===== src/rtl/fft_butterfly_7.sv =====
// -----------------------------------------------------------------------------
// fft_butterfly_7
//   Radix-2 decimation-in-time butterfly with an external 8-entry twiddle
//   table and a 3-stage valid/ready pipeline.
//     X = A + W*B,  Y = A - W*B,  W from the table in signed Q7 (127 = +1.0)
//
//   Optional build macro:
//     FFT_BFLY_SAT_EN  - saturate each X/Y component to DATA_W bits
//                        (default: keep the low DATA_W bits, two's-complement wrap)
//
//   Ports:
//     clk, rst              clock, asynchronous active-high reset
//     in_valid, in_ready    upstream handshake (in_ready = advance)
//     in_k                  twiddle index for the operand set
//     a_re, a_im, b_re, b_im  signed operands A and B
//     tw_index              index presented to the twiddle table
//     tw_re, tw_im          signed Q7 twiddle returned for tw_index
//     out_valid, out_ready  downstream handshake
//     x_re, x_im, y_re, y_im  signed results X and Y
// -----------------------------------------------------------------------------
module fft_butterfly_7 #(
   parameter int DATA_W = 12
) (
   input  logic                     clk,
   input  logic                     rst,
   input  logic                     in_valid,
   output logic                     in_ready,
   input  logic [2:0]               in_k,
   input  logic signed [DATA_W-1:0] a_re,
   input  logic signed [DATA_W-1:0] a_im,
   input  logic signed [DATA_W-1:0] b_re,
   input  logic signed [DATA_W-1:0] b_im,
   output logic [2:0]               tw_index,
   input  logic signed [11:0]       tw_re,
   input  logic signed [11:0]       tw_im,
   output logic                     out_valid,
   input  logic                     out_ready,
   output logic signed [DATA_W-1:0] x_re,
   output logic signed [DATA_W-1:0] x_im,
   output logic signed [DATA_W-1:0] y_re,
   output logic signed [DATA_W-1:0] y_im
);

   localparam int PW = DATA_W + 12;  // product width
   localparam int TW = DATA_W + 13;  // W*B sum width
   localparam int SW = DATA_W + 14;  // A +/- t width

   function automatic logic signed [PW-1:0] mul_tw(input logic signed [DATA_W-1:0] d,
                                                   input logic signed [11:0] c);
      logic signed [PW-1:0] de;
      logic signed [PW-1:0] ce;
      de = $signed({{12{d[DATA_W-1]}}, d});
      ce = $signed({{DATA_W{c[11]}}, c});
      return de * ce;
   endfunction

   function automatic logic signed [TW-1:0] ext_prod(input logic signed [PW-1:0] v);
      return $signed({v[PW-1], v});
   endfunction

   function automatic logic signed [SW-1:0] ext_a(input logic signed [DATA_W-1:0] v);
      return $signed({{(SW-DATA_W){v[DATA_W-1]}}, v});
   endfunction

   function automatic logic signed [SW-1:0] ext_t(input logic signed [TW-1:0] v);
      return $signed({v[TW-1], v});
   endfunction

   // Reduce a full-width sum to DATA_W bits.
   function automatic logic signed [DATA_W-1:0] reduce_dw(input logic signed [SW-1:0] v);
`ifdef FFT_BFLY_SAT_EN
      // In range only when every bit above the result sign bit matches it.
      if (v[SW-1:DATA_W-1] == {(SW-DATA_W+1){v[SW-1]}})
         return v[DATA_W-1:0];
      else if (v[SW-1])
         return {1'b1, {(DATA_W-1){1'b0}}};
      else
         return {1'b0, {(DATA_W-1){1'b1}}};
`else
      return v[DATA_W-1:0];
`endif
   endfunction

   logic                     advance;
   logic                     vld_p0, vld_p1;
   logic [2:0]               k_p0;
   logic signed [DATA_W-1:0] a_re_p0, a_im_p0, b_re_p0, b_im_p0;
   logic signed [DATA_W-1:0] a_re_p1, a_im_p1;
   logic signed [PW-1:0]     prod_rr_p1, prod_ii_p1, prod_ri_p1, prod_ir_p1;
   logic signed [TW-1:0]     t_re_full, t_im_full, t_re, t_im;
   logic signed [SW-1:0]     x_re_full, x_im_full, y_re_full, y_im_full;

   // A stalled output freezes the whole pipeline, so upstream sees the same gate.
   assign advance  = !out_valid || out_ready;
   assign in_ready = advance;

   // The table is addressed straight from S1 so its answer is ready for S2.
   assign tw_index = k_p0;

   assign t_re_full = ext_prod(prod_rr_p1) - ext_prod(prod_ii_p1);
   assign t_im_full = ext_prod(prod_ri_p1) + ext_prod(prod_ir_p1);
   assign t_re      = t_re_full >>> 7;
   assign t_im      = t_im_full >>> 7;

   assign x_re_full = ext_a(a_re_p1) + ext_t(t_re);
   assign x_im_full = ext_a(a_im_p1) + ext_t(t_im);
   assign y_re_full = ext_a(a_re_p1) - ext_t(t_re);
   assign y_im_full = ext_a(a_im_p1) - ext_t(t_im);

   always_ff @(posedge clk or posedge rst) begin
      if (rst) begin
         vld_p0     <= 1'b0;
         vld_p1     <= 1'b0;
         out_valid  <= 1'b0;
         k_p0       <= '0;
         a_re_p0    <= '0;
         a_im_p0    <= '0;
         b_re_p0    <= '0;
         b_im_p0    <= '0;
         a_re_p1    <= '0;
         a_im_p1    <= '0;
         prod_rr_p1 <= '0;
         prod_ii_p1 <= '0;
         prod_ri_p1 <= '0;
         prod_ir_p1 <= '0;
         x_re       <= '0;
         x_im       <= '0;
         y_re       <= '0;
         y_im       <= '0;
      end else if (advance) begin
         // S1: operands and twiddle index
         vld_p0     <= in_valid;
         k_p0       <= in_k;
         a_re_p0    <= a_re;
         a_im_p0    <= a_im;
         b_re_p0    <= b_re;
         b_im_p0    <= b_im;
         // S2: A and the four partial products
         vld_p1     <= vld_p0;
         a_re_p1    <= a_re_p0;
         a_im_p1    <= a_im_p0;
         prod_rr_p1 <= mul_tw(b_re_p0, tw_re);
         prod_ii_p1 <= mul_tw(b_im_p0, tw_im);
         prod_ri_p1 <= mul_tw(b_re_p0, tw_im);
         prod_ir_p1 <= mul_tw(b_im_p0, tw_re);
         // S3: butterfly outputs
         out_valid  <= vld_p1;
         x_re       <= reduce_dw(x_re_full);
         x_im       <= reduce_dw(x_im_full);
         y_re       <= reduce_dw(y_re_full);
         y_im       <= reduce_dw(y_im_full);
      end
   end

endmodule

===== config.mk =====
export PLATFORM = sky130hd
export DESIGN_NAME = fft_butterfly_7
export DESIGN_NICKNAME = d
export VERILOG_FILES = /design/src/rtl/fft_butterfly_7.sv
export SDC_FILE = /design/constraint.sdc
export NUM_CORES = 2
export LEC_CHECK = 0
export BUFFER_PORTS_ARGS = -buffer_cell sky130_fd_sc_hd__buf_4
export CAP_MARGIN = 20
export CORE_UTILIZATION = 25
export CTS_BUF_LIST = sky130_fd_sc_hd__clkbuf_8
export CTS_CLUSTER_DIAMETER = 200
export CTS_CLUSTER_SIZE = 8
export DETAILED_ROUTE_END_ITERATION = 7
export HOLD_SLACK_MARGIN = 0.05
export PLACE_DENSITY_LB_ADDON = 0.25
export RECOVER_POWER = 100
export REMOVE_ABC_BUFFERS = 1
export SETUP_SLACK_MARGIN = 0.3
export SLEW_MARGIN = 0
export SYNTH_ARGS = -nofsm -noshare
export SYNTH_HDL_FRONTEND = slang
export SYNTH_SLANG_ARGS = --single-unit

===== constraint.sdc =====
create_clock -name clk -period 9.7 [get_ports clk]
set_clock_uncertainty 0.2 [all_clocks]
set_input_delay 0.485 -clock clk [delete_from_list [all_inputs] [get_ports clk]]
set_output_delay 0.485 -clock clk [all_outputs]
set_load 0.02 [all_outputs]

==> impl_metrics.json <==
{
  "max-slew-margin-rel_pct": -211.5,
  "tightest_slew_ps": 4647,
  "drt_iter0_markers": 914,
  "vias_per_cell": 4.210,
  "placed_area_um2": 30440,
  "path_cells": "nor2b_2 > clkbuf_1 > inv_8 > clkbuf_1 > nand2_1 > nand2_1",
  "syn_inst": 3253,
  "reg2reg_to": "b_im_p0[7]",
  "final_max_slew_viol_count": 401,
  "rsz0062_at_grt": "false",
  "worst_ep_arrival_time_ps": 6660,
  "slowest_stage": "clkbuf_1",
  "cts-root-buf": "clkbuf_8",
  "clkSinkCount": 200,
  "cp_max_fo": 104,
  "synth_cell_types": 74,
  "fin_hold_ws_ps": 273.7,
  "portBuffers": 131,
  "min_path_type": "flop to flop",
  "async_reset_ff_share_pct": 100.0,
  "grt_pass1_wl_um": 119800,
  "postRouteAntennaNets": 0,
  "path_class": "flop to flop",
  "routed-via-count": 20330,
  "fill_cells": 12130,
  "routed_wirelength_um": 73460,
  "cp-start-kind": "flop",
  "place_ws_ps": 3760,
  "drc": 0,
  "ctsResizeCount": 0,
  "htree_levels": 4,
  "grt_usage_pct": 13.67,
  "timing.final.crit_share_pct": 65.42,
  "dpl.cell_count": 4738,
  "crit_path_end": "b_im_p0[7]",
  "ys_top_cells_by_area": "fa_1 (30%), dfrtp_1 (18%), ha_1 (12%), nand2_1 (9.0%), inv_1 (8.4%)",
  "first_pass_iters": 8,
  "cpPeakStageDelay_ps": 2340,
  "synth.cell_area_um2": 28070,
  "setup_viol": 0,
  "yosys.area.top_type": "fa_1",
  "hpwlAfterDp_um": 55360,
  "drive_gt1_share_pct": 3.956,
  "r2r_cells": 6,
  "status": "complete, but fails checks",
  "fin_cells": 4829,
  "crit_family": "buffers and inverters",
  "cts_buffers": 17,
  "required_ps": 10020,
  "r2r_start": "out_valid",
  "worst-path-stages": 6,
  "grt_max_degree": 104,
  "nNetsFinal": 4087,
  "path_clk_slew_ps": 110,
  "synth_edf_count": 0,
  "fin_area_um2": 31140,
  "layout_setup_ws_ps": 3354,
  "grt_pass1_vias": 21650,
  "grt-ovfl-total": 0,
  "fin_crit_ps": 6346,
  "syn2layout_area_growth_pct": 10.95,
  "synth_top_cell_area_share_pct": 30.24,
  "reg2reg_slack_ps": 3350,
  "synth-seq-cells": 200,
  "violations": "max-capacitance violations, max-slew violations",
  "avgSynthCellArea_um2": 8.629,
  "num_rows": 122,
  "cp-end-kind": "flop",
  "die_h_um": 337.1,
  "maxCapViolCount": 6,
  "yosysSeqAreaShare_pct": 17.83,
  "dieArea_um2": 113600,
  "antenna_found_initial": 2,
  "ys_warn_count": 0,
  "synth_ff_type": "dfrtp_1",
  "routedWlPerCell_um": 15.21,
  "cts_tree": "built",
  "die_w_um": 337.1,
  "core_area_um2": 111000,
  "cp_num_buf_inv": 3,
  "io_pins": 132,
  "cts_buffer_depth": 2,
  "insertion_delay_ps": 600,
  "fmax_mhz": 157.6,
  "start_util_pct": 25.29,
  "hold_viol_final": 0,
  "crit_start": "out_valid",
  "globalplace.congestion": 0.8270
}
-- metal layers --
metal  GRT usage (%)  wire length [um]
met5               0                 0
met4           4.420              1916
met3           1.789              2606
met2           23.07             34710
met1           17.98             34230
-- state kept, by name, summed over array words and instances, names as in the netlist --
name,count
y_re,11
a_im_p0,12
x_re,12
out_valid,1
b_re_p0,12
y_im,11
vld_p1,1
prod_ri_p1,19
prod_rr_p1,19
prod_ii_p1,19
a_re_p0,12
prod_ir_p1,19
vld_p0,1
x_im,12
a_im_p1,12
tw_index,3
b_im_p0,12
a_re_p1,12
-- cell usage after synthesis, types with 9 or more instances --
master,count
nand2b_1,31
a21o_1,20
a21oi_1,119
nor2b_1,9
ha_1,260
nand3_1,29
fa_1,424
o21ai_1,26
o21ai_0,46
or3_1,15
nor3_1,31
dfrtp_1,200
o21bai_1,12
and2_1,190
xnor2_1,100
clkbuf_1,135
xor2_1,56
nor2_1,123
a31oi_1,11
inv_1,630
a211oi_1,13
nand2_1,670
-- cell type report --
type / count / area [um^2] / share of cell area (%)
Sequential cell: 200 / 5005 / 16.07
Tap cell: 1488 / 1862 / 5.978
Multi-Input combinational cell: 2273 / 20090 / 64.50
Inverter: 634 / 2390 / 7.673
Timing Repair Buffer: 198 / 1406 / 4.516
Clock buffer: 18 / 247.7 / 0.7955
Clock inverter: 14 / 136.4 / 0.4379
Antenna cell: 4 / 10.01 / 0.03214
-- cells in the final DEF (no fill, tap or decap), types with 58 or more instances in the layout --
master,n
xnor2_1,100
clkbuf_1,58
nor2_1,123
a21oi_1,119
ha_1,260
inv_1,629
and2_1,186
buf_4,84
nand2_1,670
dfrtp_1,200
fa_1,424
-- metrics by stage --
stage	util, %	setup TNS, ps
2_1_floorplan	-	-709660
6_report	28.06	0
5_1_grt	28.06	0
3_3_place_gp	27.43	0
3_5_place_dp	27.43	0
4_1_cts	28.27	0
-- tightest hold or removal path, delay by kind of cell, from the launching register on --
family,cells,cell delay [ps]
AND/OR/NAND/NOR,2,100
flip-flops,1,350
-- what timing repair did --
item	in CTS	in global routing
setup buffers	0	0
hold buffers	55	0
hold endpoints to repair	144	0
-- worst min-delay path by stage --
| stage | startpoint | to | slack, ps | cells past startpoint |
|---|---|---|---|---|
| 2_1_floorplan | vld_p1 | vld_p1 | 230 | 2 |
| 3_3_place_gp | prod_ii_p1[0] | prod_ii_p1[0] | 240 | 2 |
| 3_5_place_dp | prod_ii_p1[0] | prod_ii_p1[0] | 260 | 2 |
| 4_1_cts | prod_ii_p1[0] | prod_ii_p1[0] | 280 | 2 |
| 5_1_grt | y_re[1] | y_re[1] | 300 | 2 |
| 6_report | prod_ii_p1[0] | prod_ii_p1[0] | 270 | 2 |
-- cell families (layout without fill, tap and decap cells) --
group,count (synthesis),in the layout,synth area share (%)
buf+inv,780,864,10.58
flops,200,200,17.83
other cells,0,4,0
mux,2,2,0.08914
fa+ha+maj,684,684,41.83
simple gates,1123,1123,17.81
xor+xnor,158,158,5.033
compound gates,306,306,6.829
Power is left out: the tool's default activity adds up to more than one toggle a clock period on the data nets, which glitch-free logic cannot reach.
